File: config.mk
export PLATFORM = sky130hd
export DESIGN_NAME = des_iter_dec_flat
export DESIGN_NICKNAME = d
export VERILOG_FILES = /design/src/rtl/des_iter_dec_if.sv /design/src/rtl/des_iter_dec.sv /design/src/flat_wrapper.sv
export SDC_FILE = /design/constraint.sdc
export NUM_CORES = 1
export LEC_CHECK = 0
export CAP_MARGIN = 20
export CORE_UTILIZATION = 45
export DETAILED_ROUTE_END_ITERATION = 10
export DONT_BUFFER_PORTS = 1
export SYNTH_ARGS = -nofsm -noshare
export SYNTH_HDL_FRONTEND = slang
export SYNTH_SLANG_ARGS = --single-unit
File: constraint.sdc
create_clock -name clk -period 3 [get_ports clk]
set_input_delay 0 -clock clk [delete_from_list [all_inputs] [get_ports clk]]
set_output_delay 0 -clock clk [all_outputs]
set_load 0.02 [all_outputs]
File: src/rtl/des_iter_dec_if.sv
// des_iter_dec_if: job-in / result-out valid-ready bundle for des_iter_dec.
// master = producer/consumer side, slave = the decrypt engine.
interface des_iter_dec_if;
    logic        inValid;
    logic        inReady;
    logic [63:0] cipherIn;
    logic [63:0] keyIn;
    logic        outValid;
    logic        outReady;
    logic [63:0] plainOut;
    logic        keyErr;

    modport master (
        output inValid, cipherIn, keyIn, outReady,
        input  inReady, outValid, plainOut, keyErr
    );

    modport slave (
        input  inValid, cipherIn, keyIn, outReady,
        output inReady, outValid, plainOut, keyErr
    );
endinterface

File: src/rtl/des_iter_dec.sv
// des_iter_dec: iterative DES decryption, one Feistel round per clock.
// Accepts a job in IDLE, runs 16 rounds with the reversed key schedule,
// then holds the plaintext in DONE until the consumer takes it.
// Optional macro DES_DEC_PARITY_CHECK_EN: reject keys with a byte of even
// parity (result 0, keyErr=1, no rounds run).
module des_iter_dec (
    input  logic          clk,
    input  logic          rst,
    des_iter_dec_if.slave bus
);

    typedef enum logic [1:0] {IDLE, ROUND, DONE} state_t;

    // Permutation tables hold DES bit numbers (1 = MSB of the source word).
    localparam int unsigned IP_T [64] = '{
        58, 50, 42, 34, 26, 18, 10,  2,
        60, 52, 44, 36, 28, 20, 12,  4,
        62, 54, 46, 38, 30, 22, 14,  6,
        64, 56, 48, 40, 32, 24, 16,  8,
        57, 49, 41, 33, 25, 17,  9,  1,
        59, 51, 43, 35, 27, 19, 11,  3,
        61, 53, 45, 37, 29, 21, 13,  5,
        63, 55, 47, 39, 31, 23, 15,  7
    };

    localparam int unsigned FP_T [64] = '{
        40,  8, 48, 16, 56, 24, 64, 32,
        39,  7, 47, 15, 55, 23, 63, 31,
        38,  6, 46, 14, 54, 22, 62, 30,
        37,  5, 45, 13, 53, 21, 61, 29,
        36,  4, 44, 12, 52, 20, 60, 28,
        35,  3, 43, 11, 51, 19, 59, 27,
        34,  2, 42, 10, 50, 18, 58, 26,
        33,  1, 41,  9, 49, 17, 57, 25
    };

    localparam int unsigned E_T [48] = '{
        32,  1,  2,  3,  4,  5,
         4,  5,  6,  7,  8,  9,
         8,  9, 10, 11, 12, 13,
        12, 13, 14, 15, 16, 17,
        16, 17, 18, 19, 20, 21,
        20, 21, 22, 23, 24, 25,
        24, 25, 26, 27, 28, 29,
        28, 29, 30, 31, 32,  1
    };

    localparam int unsigned P_T [32] = '{
        16,  7, 20, 21, 29, 12, 28, 17,
         1, 15, 23, 26,  5, 18, 31, 10,
         2,  8, 24, 14, 32, 27,  3,  9,
        19, 13, 30,  6, 22, 11,  4, 25
    };

    localparam int unsigned PC1_T [56] = '{
        57, 49, 41, 33, 25, 17,  9,
         1, 58, 50, 42, 34, 26, 18,
        10,  2, 59, 51, 43, 35, 27,
        19, 11,  3, 60, 52, 44, 36,
        63, 55, 47, 39, 31, 23, 15,
         7, 62, 54, 46, 38, 30, 22,
        14,  6, 61, 53, 45, 37, 29,
        21, 13,  5, 28, 20, 12,  4
    };

    localparam int unsigned PC2_T [48] = '{
        14, 17, 11, 24,  1,  5,
         3, 28, 15,  6, 21, 10,
        23, 19, 12,  4, 26,  8,
        16,  7, 27, 20, 13,  2,
        41, 52, 31, 37, 47, 55,
        30, 40, 51, 45, 33, 48,
        44, 49, 39, 56, 34, 53,
        46, 42, 50, 36, 29, 32
    };

    // S-box rows: entry [box*4 + row], column c is nibble c counted from the MSB.
    localparam logic [63:0] SBOX_T [32] = '{
        64'hE4D12FB83A6C5907, 64'h0F74E2D1A6CB9538, 64'h41E8D62BFC973A50, 64'hFC8249175B3EA06D,
        64'hF18E6B34972DC05A, 64'h3D47F28EC01A69B5, 64'h0E7BA4D158C6932F, 64'hD8A13F42B67C05E9,
        64'hA09E63F51DC7B428, 64'hD709346A285ECBF1, 64'hD6498F30B12C5AE7, 64'h1AD069874FE3B52C,
        64'h7DE3069A1285BC4F, 64'hD8B56F03472C1AE9, 64'hA690CB7DF13E5284, 64'h3F06A1D8945BC72E,
        64'h2C417AB6853FD0E9, 64'hEB2C47D150FA3986, 64'h421BAD78F9C5630E, 64'hB8C71E2D6F09A453,
        64'hC1AF92680D34E75B, 64'hAF427C9561DE0B38, 64'h9EF528C3704A1DB6, 64'h432C95FABE17608D,
        64'h4B2EF08D3C975A61, 64'hD0B7491AE35C2F86, 64'h14BDC37EAF680592, 64'h6BD814A7950FE23C,
        64'hD2846FB1A93E50C7, 64'h1FD8A374C56B0E92, 64'h7B419CE206ADF358, 64'h21E74A8DFC90356B
    };

    function automatic logic [63:0] perm_ip(input logic [63:0] x);
        logic [63:0] y;
        y = '0;
        for (int unsigned i = 0; i < 64; i++) y[63 - i] = x[64 - IP_T[i]];
        return y;
    endfunction

    function automatic logic [63:0] perm_fp(input logic [63:0] x);
        logic [63:0] y;
        y = '0;
        for (int unsigned i = 0; i < 64; i++) y[63 - i] = x[64 - FP_T[i]];
        return y;
    endfunction

    function automatic logic [47:0] perm_e(input logic [31:0] x);
        logic [47:0] y;
        y = '0;
        for (int unsigned i = 0; i < 48; i++) y[47 - i] = x[32 - E_T[i]];
        return y;
    endfunction

    function automatic logic [31:0] perm_p(input logic [31:0] x);
        logic [31:0] y;
        y = '0;
        for (int unsigned i = 0; i < 32; i++) y[31 - i] = x[32 - P_T[i]];
        return y;
    endfunction

    function automatic logic [55:0] perm_pc1(input logic [63:0] x);
        logic [55:0] y;
        y = '0;
        for (int unsigned i = 0; i < 56; i++) y[55 - i] = x[64 - PC1_T[i]];
        return y;
    endfunction

    function automatic logic [47:0] perm_pc2(input logic [55:0] x);
        logic [47:0] y;
        y = '0;
        for (int unsigned i = 0; i < 48; i++) y[47 - i] = x[56 - PC2_T[i]];
        return y;
    endfunction

    function automatic logic [31:0] sbox_all(input logic [47:0] x);
        logic [31:0]  y;
        logic [5:0]   six;
        logic [63:0]  ent;
        int unsigned  row;
        int unsigned  col;
        y = '0;
        for (int unsigned b = 0; b < 8; b++) begin
            six = x[47 - 6 * b -: 6];
            row = 32'({six[5], six[0]});
            col = 32'(six[4:1]);
            ent = SBOX_T[b * 4 + row];
            y[31 - 4 * b -: 4] = ent[63 - 4 * col -: 4];
        end
        return y;
    endfunction

    function automatic logic [31:0] feistel(input logic [31:0] r, input logic [47:0] k);
        return perm_p(sbox_all(perm_e(r) ^ k));
    endfunction

    state_t      state_q, state_d;
    logic [4:0]  rnd_q, rnd_d;
    logic [31:0] l_q, l_d;
    logic [31:0] r_q, r_d;
    logic [27:0] c_q, c_d;
    logic [27:0] d_q, d_d;
    logic [63:0] plain_q, plain_d;

    logic [63:0] ip_blk;
    logic [55:0] cd_ld;
    logic [47:0] round_key;
    logic [31:0] new_r;

`ifdef DES_DEC_PARITY_CHECK_EN
    logic key_err_q, key_err_d;

    function automatic logic key_parity_ok(input logic [63:0] k);
        logic ok;
        ok = 1'b1;
        for (int unsigned b = 0; b < 8; b++) begin
            if (^k[8 * b +: 8] == 1'b0) ok = 1'b0;
        end
        return ok;
    endfunction
`else
    logic unused_key_parity;
    assign unused_key_parity = ^{bus.keyIn[56], bus.keyIn[48], bus.keyIn[40], bus.keyIn[32],
                                 bus.keyIn[24], bus.keyIn[16], bus.keyIn[8],  bus.keyIn[0]};
`endif

    // Next-state: job acceptance, one decrypt round per cycle, result hold.
    always_comb begin
        state_d   = state_q;
        rnd_d     = rnd_q;
        l_d       = l_q;
        r_d       = r_q;
        c_d       = c_q;
        d_d       = d_q;
        plain_d   = plain_q;
`ifdef DES_DEC_PARITY_CHECK_EN
        key_err_d = key_err_q;
`endif
        ip_blk    = perm_ip(bus.cipherIn);
        cd_ld     = perm_pc1(bus.keyIn);
        round_key = perm_pc2({c_q, d_q});
        new_r     = l_q ^ feistel(r_q, round_key);

        case (state_q)
            IDLE: begin
                if (bus.inValid) begin
                    l_d     = ip_blk[63:32];
                    r_d     = ip_blk[31:0];
                    c_d     = cd_ld[55:28];
                    d_d     = cd_ld[27:0];
                    rnd_d   = 5'd1;
                    state_d = ROUND;
`ifdef DES_DEC_PARITY_CHECK_EN
                    key_err_d = 1'b0;
                    if (!key_parity_ok(bus.keyIn)) begin
                        rnd_d     = '0;
                        plain_d   = '0;
                        key_err_d = 1'b1;
                        state_d   = DONE;
                    end
`endif
                end
            end
            ROUND: begin
                l_d = r_q;
                r_d = new_r;
                // The loaded C/D already give K16 (encrypt shifts sum to 28), so
                // decryption walks the schedule backwards with right rotations.
                if (rnd_q == 5'd1 || rnd_q == 5'd8 || rnd_q == 5'd15) begin
                    c_d = {c_q[0], c_q[27:1]};
                    d_d = {d_q[0], d_q[27:1]};
                end else begin
                    c_d = {c_q[1:0], c_q[27:2]};
                    d_d = {d_q[1:0], d_q[27:2]};
                end
                if (rnd_q == 5'd16) begin
                    plain_d = perm_fp({new_r, r_q});
                    rnd_d   = '0;
                    state_d = DONE;
                end else begin
                    rnd_d = rnd_q + 5'd1;
                end
            end
            DONE: begin
                if (bus.outReady) state_d = IDLE;
            end
            default: state_d = IDLE;
        endcase
    end

    // State and datapath registers with synchronous reset.
    always_ff @(posedge clk) begin
        if (rst) begin
            state_q   <= IDLE;
            rnd_q     <= '0;
            l_q       <= '0;
            r_q       <= '0;
            c_q       <= '0;
            d_q       <= '0;
            plain_q   <= '0;
`ifdef DES_DEC_PARITY_CHECK_EN
            key_err_q <= 1'b0;
`endif
        end else begin
            state_q   <= state_d;
            rnd_q     <= rnd_d;
            l_q       <= l_d;
            r_q       <= r_d;
            c_q       <= c_d;
            d_q       <= d_d;
            plain_q   <= plain_d;
`ifdef DES_DEC_PARITY_CHECK_EN
            key_err_q <= key_err_d;
`endif
        end
    end

    assign bus.inReady  = (state_q == IDLE);
    assign bus.outValid = (state_q == DONE);
    assign bus.plainOut = plain_q;
`ifdef DES_DEC_PARITY_CHECK_EN
    assign bus.keyErr   = key_err_q;
`else
    assign bus.keyErr   = 1'b0;
`endif

endmodule

File: src/flat_wrapper.sv
// flat-port wrapper written by rule: the top's interface ports become plain ports
module des_iter_dec_flat 
  (clk, rst, bus_inValid, bus_cipherIn, bus_keyIn, bus_outReady, bus_inReady, bus_outValid, bus_plainOut, bus_keyErr);
  des_iter_dec_if bus_i ();
  input  logic clk;
  input  logic rst;
  input wire logic [$bits(bus_i.inValid)-1:0] bus_inValid;
  input wire logic [$bits(bus_i.cipherIn)-1:0] bus_cipherIn;
  input wire logic [$bits(bus_i.keyIn)-1:0] bus_keyIn;
  input wire logic [$bits(bus_i.outReady)-1:0] bus_outReady;
  output wire logic [$bits(bus_i.inReady)-1:0] bus_inReady;
  output wire logic [$bits(bus_i.outValid)-1:0] bus_outValid;
  output wire logic [$bits(bus_i.plainOut)-1:0] bus_plainOut;
  output wire logic [$bits(bus_i.keyErr)-1:0] bus_keyErr;
  assign bus_i.inValid = bus_inValid;
  assign bus_i.cipherIn = bus_cipherIn;
  assign bus_i.keyIn = bus_keyIn;
  assign bus_i.outReady = bus_outReady;
  assign bus_inReady = bus_i.inReady;
  assign bus_outValid = bus_i.outValid;
  assign bus_plainOut = bus_i.plainOut;
  assign bus_keyErr = bus_i.keyErr;
  des_iter_dec u_core (.clk(clk), .rst(rst), .bus(bus_i));
endmodule
# Yosys cells after proc, flatten, opt, wreduce, memory -nomap -nowiden
# Memory sizes are Yosys's and may differ from the RTL's.
# Index checks and enable logic that the tools add are counted.
[totals]
mem_count = 8
register_bits = 191
word_cells = 106
romBits = 16384
out_inout_bits = 67
in_bits = 132
[op_classes]
magnitude_cmp = 8
muxes = 33
n_addsub = 16
shift = 8
n_eq_ne = 9
reduce_logical = 7
n_bitwise = 10
[mem_list]
columns = ["name", "depth", "word_bits", "rd", "rd_clocked_by_memory_dff", "wr", "line_no", "text"]
rows = [
  ["(no name shown)", 32, 64, 1, 0, 0, "des_iter_dec.sv:142", "ent = SBOX_T[b * 4 + row];"],
  ["(no name shown)", 32, 64, 1, 0, 0, "des_iter_dec.sv:142", ""],
  ["(no name shown)", 32, 64, 1, 0, 0, "des_iter_dec.sv:142", ""],
  ["(no name shown)", 32, 64, 1, 0, 0, "des_iter_dec.sv:142", ""],
  ["(no name shown)", 32, 64, 1, 0, 0, "des_iter_dec.sv:142", ""],
  ["(no name shown)", 32, 64, 1, 0, 0, "des_iter_dec.sv:142", ""],
  ["2 more memories", "-", "-", "-", "-", "-", "-", ""],
]
[op_table]
columns = ["op", "n"]
rows = [
  ["$mux W64", 16],
  ["$shiftx A67 B33 Y4", 8],
  ["$ge A33 B6 Y1 const B", 8],
  ["$not A32 Y33", 7],
  ["$pmux W32 S2", 2],
  ["$mux W28", 4],
  ["$pmux W28 S2", 2],
  ["$mux W32", 2],
  ["$sub A6 B6 Y7 const A", 8],
  ["$xor A48 B48 Y48", 1],
  ["$not A2 Y33", 1],
  ["$xor A32 B32 Y32", 1],
  ["$add A5 B2 Y6 const A", 4],
  ["$add A4 B2 Y5 const A", 2],
  ["$eq A5 B4 Y1 const B", 2],
  ["$mux W5", 2],
  ["$pmux W5 S2", 1],
  ["$mux W2", 3],
  ["$pmux W2 S3", 1],
  ["$add A5 B1 Y5 const B", 1],
  ["$eq A5 B1 Y1 const B", 1],
  ["$eq A5 B5 Y1 const B", 1],
  ["$add A3 B2 Y4 const A", 1],
  ["$ne A2 B2 Y1 const B", 2],
  ["other kinds (8)", 10],
]

# Depth between registers and ports, before layout
[logic_depth]
ltp_word = 9
mapped_depth = 11
mapped_depth_nobuf = 9

# Least setup slack after synthesis
# OpenSTA, ideal clock, no wires.
[synth_timing]
path_type = "flip-flop to flip-flop"
startpoint = "register u_core.r_q[0]"
endpoint = "register u_core.r_q[9]"
t_required_ns = 2.868
synth_period_minus_slack_ns = 2.909
setup_ns = 0.132
path_buffers = 1
slack_ns = 0.091
t_arrival_ns = 2.776
stages_incl_launch_ff = 10
cell_sequence = "dfxtp_1 -> buf_2 -> xor2_1 -> inv_1 -> ha_1 -> mux4_2 -> nor3_1 -> nor4_1 -> o21ai_0 -> or3b_2"
[synth_via]
elab_chain_cells = 8
[synth_lines]
columns = ["item", "line_no", "text"]
rows = [
  ["start: declaration", "des_iter_dec.sv:155", "logic [31:0] r_q, r_d;"],
  ["start signal: assignment", "des_iter_dec.sv:263", "r_q <= r_d;"],
  ["$xor A48 B48 Y48", "des_iter_dec.sv:149", "return perm_p(sbox_all(perm_e(r) ^ k));"],
  ["$not A2 Y33 (implied by the code)", "des_iter_dec.sv:142", ""],
  ["$mem_v2 Z32 W64", "-", ""],
  ["$mux W64 (implied by the code) (2 in a row)", "des_iter_dec.sv:142", ""],
  ["$shiftx A67 B33 Y4", "des_iter_dec.sv:143", "y[31 - 4 * b -: 4] = ent[63 - 4 * col -: 4];"],
  ["$xor A32 B32 Y32", "des_iter_dec.sv:197", "new_r = l_q ^ feistel(r_q, round_key);"],
  ["$pmux W32 S2", "des_iter_dec.sv:199", "case (state_q)"],
]
# Every way passes these cells. The select of a mux whose other input is x is not followed.
# A chain may end at the register's enable or synchronous reset.

# Worst setup path after layout
[layout_timing]
startpoint = "register u_core.r_q[3]"
endpoint = "register u_core.r_q[20]"
[layout_via]
elab_chain_cells = 9
[layout_lines]
columns = ["item", "line_no"]
rows = [
  ["$xor A48 B48 Y48", "des_iter_dec.sv:149"],
  ["$add A5 B2 Y6", "des_iter_dec.sv:142"],
  ["$not A32 Y33 (implied by the code)", "des_iter_dec.sv:142"],
  ["$mem_v2 Z32 W64", "-"],
  ["$mux W64 (implied by the code) (2 in a row)", "des_iter_dec.sv:142"],
  ["$shiftx A67 B33 Y4", "des_iter_dec.sv:143"],
  ["$xor A32 B32 Y32", "des_iter_dec.sv:197"],
  ["$pmux W32 S2", "des_iter_dec.sv:199"],
]
# Every way passes these cells. The select of a mux whose other input is x is not followed.

==> impl_metrics.ini <==
[run]
cap_violations = 0

[logic_synthesis]
async_reset_ff_share_pct = 0
yosysMostFrequentCell = nand2_1
synth_edf_count = 0
ys_seq_area_share_pct = 25.95
synthesis.nets = 2085
synth_area_sq_um = 14730
syn_avg_cell_area_sq_um = 7.795
yosys.area.top_type_share_pct = 25.95
ys_ff_latch = 191
synth_ff_type = dfxtp_1
synthDistinctLibCells = 76
yosys-top-cells-count = nand2_1, dfxtp_1, clkbuf_1
ys_top_cells_by_area = dfxtp_1, nand2_1, ha_1
syn_inst = 1890
yosysTopAreaCell = dfxtp_1
yosysWarnings = 0

[clock_network]
cts_root_buffer = clkbuf_16
numCtsBuffers = 17
clk_latency_ns = 0.47
clock-sinks = 191
clkTransAtPathRegs_ns = 0.08
htree_num_levels = 4
cts_tree = yes
cts_setup_buffers = 0
cts_buffer_depth = 2

[floorplanning]
rows = 65
ios = 199
initial_core_util_pct = 46.21
fp.dieW_um = 182.9
core_sq_um = 31880
die_h_um = 182.9
dieArea_sq_um = 33470

[run_status]
status = complete, no violations

[sta]
worst_slew_pin_slew_ns = 1.015
fin_ws_ns = 0.1054
fin_skew_ns = 0.01641
slew_headroom_pct = 31.86
hold_viol = 0
post-route-min-period_ns = 2.895
fmax_mhz = 345.5
final_max_slew_viol_count = 0
fin_crit_sh_pct = 96.49
rsz0062_at_grt = true
hold-worst-slack_ns = 0.03017
setup_violations = 0

[critical_path]
arrival_ns = 3.28
endpoint_kind = flip-flop
path_class = reg -> reg
rrSetupSlack_ns = 0.11
critical_path.max_fanout = 10
rr_worst_depth = 10
cp.required_ns = 3.38
start_kind = flip-flop

[hold_path]
whs_path_depth = 3
worstHoldPathType = in -> reg

[layout]
fin_cells = 2490
final.fill_count = 3052
final_area_sq_um = 17860
nNetsFinal = 2238
antenna_cells = 0
drive_gt1_share_pct = 13.28
areaGrowthSynthToFinish_pct = 21.22

[power_and_ir_drop]
vdd_drop_max_uv = 453.3
p_leak_nw = 6.839
pwr_density_cell_nw_per_um2 = 639.3
power_w = 0.01142

[route]
drc = 0
vias = 15610
first_pass_iters = 5
wl_per_cell_um = 22.41
wl_mm = 55.79
drt-initial-drc-count = 1239
antenna_left = 0
via_per_inst = 6.269

[global_routing]
grt_pass1_vias = 14140
grt_pass1_wl_mm = 85.01
grt_max_degree = 169
grt_use_total_pct = 32.91
antenna_found_initial = 2
grt-ovfl-total = 0

[placement]
routabilityCongestion = 0.9446
place_area_sq_um = 16040
hpwlAfterDp_mm = 40.73
dp.cells = 2336
io_buffers = 0
post-place-ws_ns = 0.04078
==> layout by cell type, fill, tap and decap left out, types with 6 or more instances in the layout <==
| master | Yosys | layout |
|---|---|---|
| nand3_1 | 50 | 50 |
| or3_1 | 11 | 11 |
| and3_1 | 19 | 19 |
| xnor2_1 | 58 | 58 |
| nor3_1 | 56 | 56 |
| ha_1 | 63 | 63 |
| o211ai_1 | 27 | 27 |
| clkbuf_16 | 0 | 17 |
| xor2_1 | 40 | 38 |
| buf_4 | 3 | 165 |
| o22ai_1 | 22 | 22 |
| o21ai_0 | 59 | 59 |
| nor2b_1 | 62 | 60 |
| a211oi_1 | 89 | 88 |
| a311oi_1 | 88 | 88 |
| o311ai_0 | 12 | 12 |
| a2111oi_0 | 16 | 15 |
| a221o_1 | 6 | 6 |
| nand2_1 | 344 | 344 |
| dlygate4sd3_1 | 0 | 122 |
| a21oi_1 | 76 | 76 |
| a221oi_1 | 9 | 9 |
| o31ai_1 | 7 | 7 |
| nor2_1 | 118 | 116 |
| dfxtp_1 | 191 | 189 |
| mux4_2 | 32 | 32 |
| mux2i_1 | 46 | 46 |
| inv_1 | 47 | 46 |
| o221ai_1 | 9 | 9 |
| and2_1 | 8 | 8 |
| nand4_1 | 14 | 14 |
| a211o_1 | 6 | 6 |
| nor4_1 | 14 | 14 |
| a31oi_1 | 29 | 29 |
==> where the power goes <==
part           internal (W)  switching (W)  total, W
clock               0.00109        0.00118   0.00227
sequential          0.00272       0.000341   0.00306
combinational       0.00265        0.00343   0.00609
total               0.00647        0.00495    0.0114
==> cell families (layout without fill, tap and decap cells) <==
kind of cell	after synthesis	in the layout	share of synthesized area (%)
adder cells (fa/ha/maj)	63	63	5.350
other	1	1	0.02545
AND/OR/NAND/NOR	720	720	22.05
AO/OA/AOI/OAI	511	511	25.41
multiplexers	84	84	8.577
flip-flops	191	191	25.95
buffers and inverters	212	377	5.588
XOR/XNOR	108	108	7.049
==> metrics by stage <==
stage | util (%) | TNS [ns]
2_1_floorplan | - | 0
3_3_place_gp | 50.29 | -0.4198
3_5_place_dp | 50.30 | 0
4_1_cts | 55.95 | 0
5_1_grt | 56.02 | -0.06775
6_report | 56.02 | 0
==> final cells by class <==
class                   count  area (sq um)  area share (%)
multi-input cells        1487         10150           56.84
flip-flops and latches    191          3826           21.42
repair buffers            294          2591           14.51
well taps                 435         544.3           3.048
clock buffers              17         425.4           2.382
inverters                  52         195.2           1.093
clock inverters            14         125.1          0.7006
==> metal layers <==
layer | up-vias | track usage, % | wire, um
met5 | - | 0 | 9
met4 | 2 | 11.00 | 1682
met3 | 85 | 6.652 | 5089
met2 | 732 | 50.27 | 24380
met1 | 7506 | 46.03 | 24640
li1 | 7284 | - | -
==> worst paths after layout <==
path / start / to
setup reg to reg: u_core.r_q[3]$_SDFFE_PP0P_ / u_core.r_q[20]$_SDFFE_PP0P_
setup / recovery: u_core.r_q[3]$_SDFFE_PP0P_ / u_core.r_q[20]$_SDFFE_PP0P_
hold / removal: bus_cipherIn[29] / u_core.r_q[20]$_SDFFE_PP0P_
hold reg to reg: u_core.l_q[4]$_SDFFE_PP0P_ / u_core.l_q[4]$_SDFFE_PP0P_
==> flip-flops by register name (all words and copies together) (netlist names) <==
signal,flops
u_core.bus.plainOut,64
u_core.l_q,32
u_core.rnd_q,5
u_core.d_q,28
u_core.c_q,28
u_core.r_q,32
u_core.state_q,2
==> worst max-delay path, cell delays in order, from the launching register on <==
cell and delay [ns]:
dfxtp_1 0.32, buf_4 0.20, xnor2_4 0.30, clkinv_1 0.14, ha_1 0.27, mux4_2 0.48, nor3_1 0.18, a41oi_1 0.09
and2_1 0.23, a2111oi_1 0.39, buf_1 0.21
==> what timing repair did <==
item,in CTS,in global routing
endpoints found under the hold margin,180,0
resized for setup,0,6
hold buffers,123,0
endpoints found under the setup margin,0,5
Note: power is estimated with default switching activity, not from simulation.
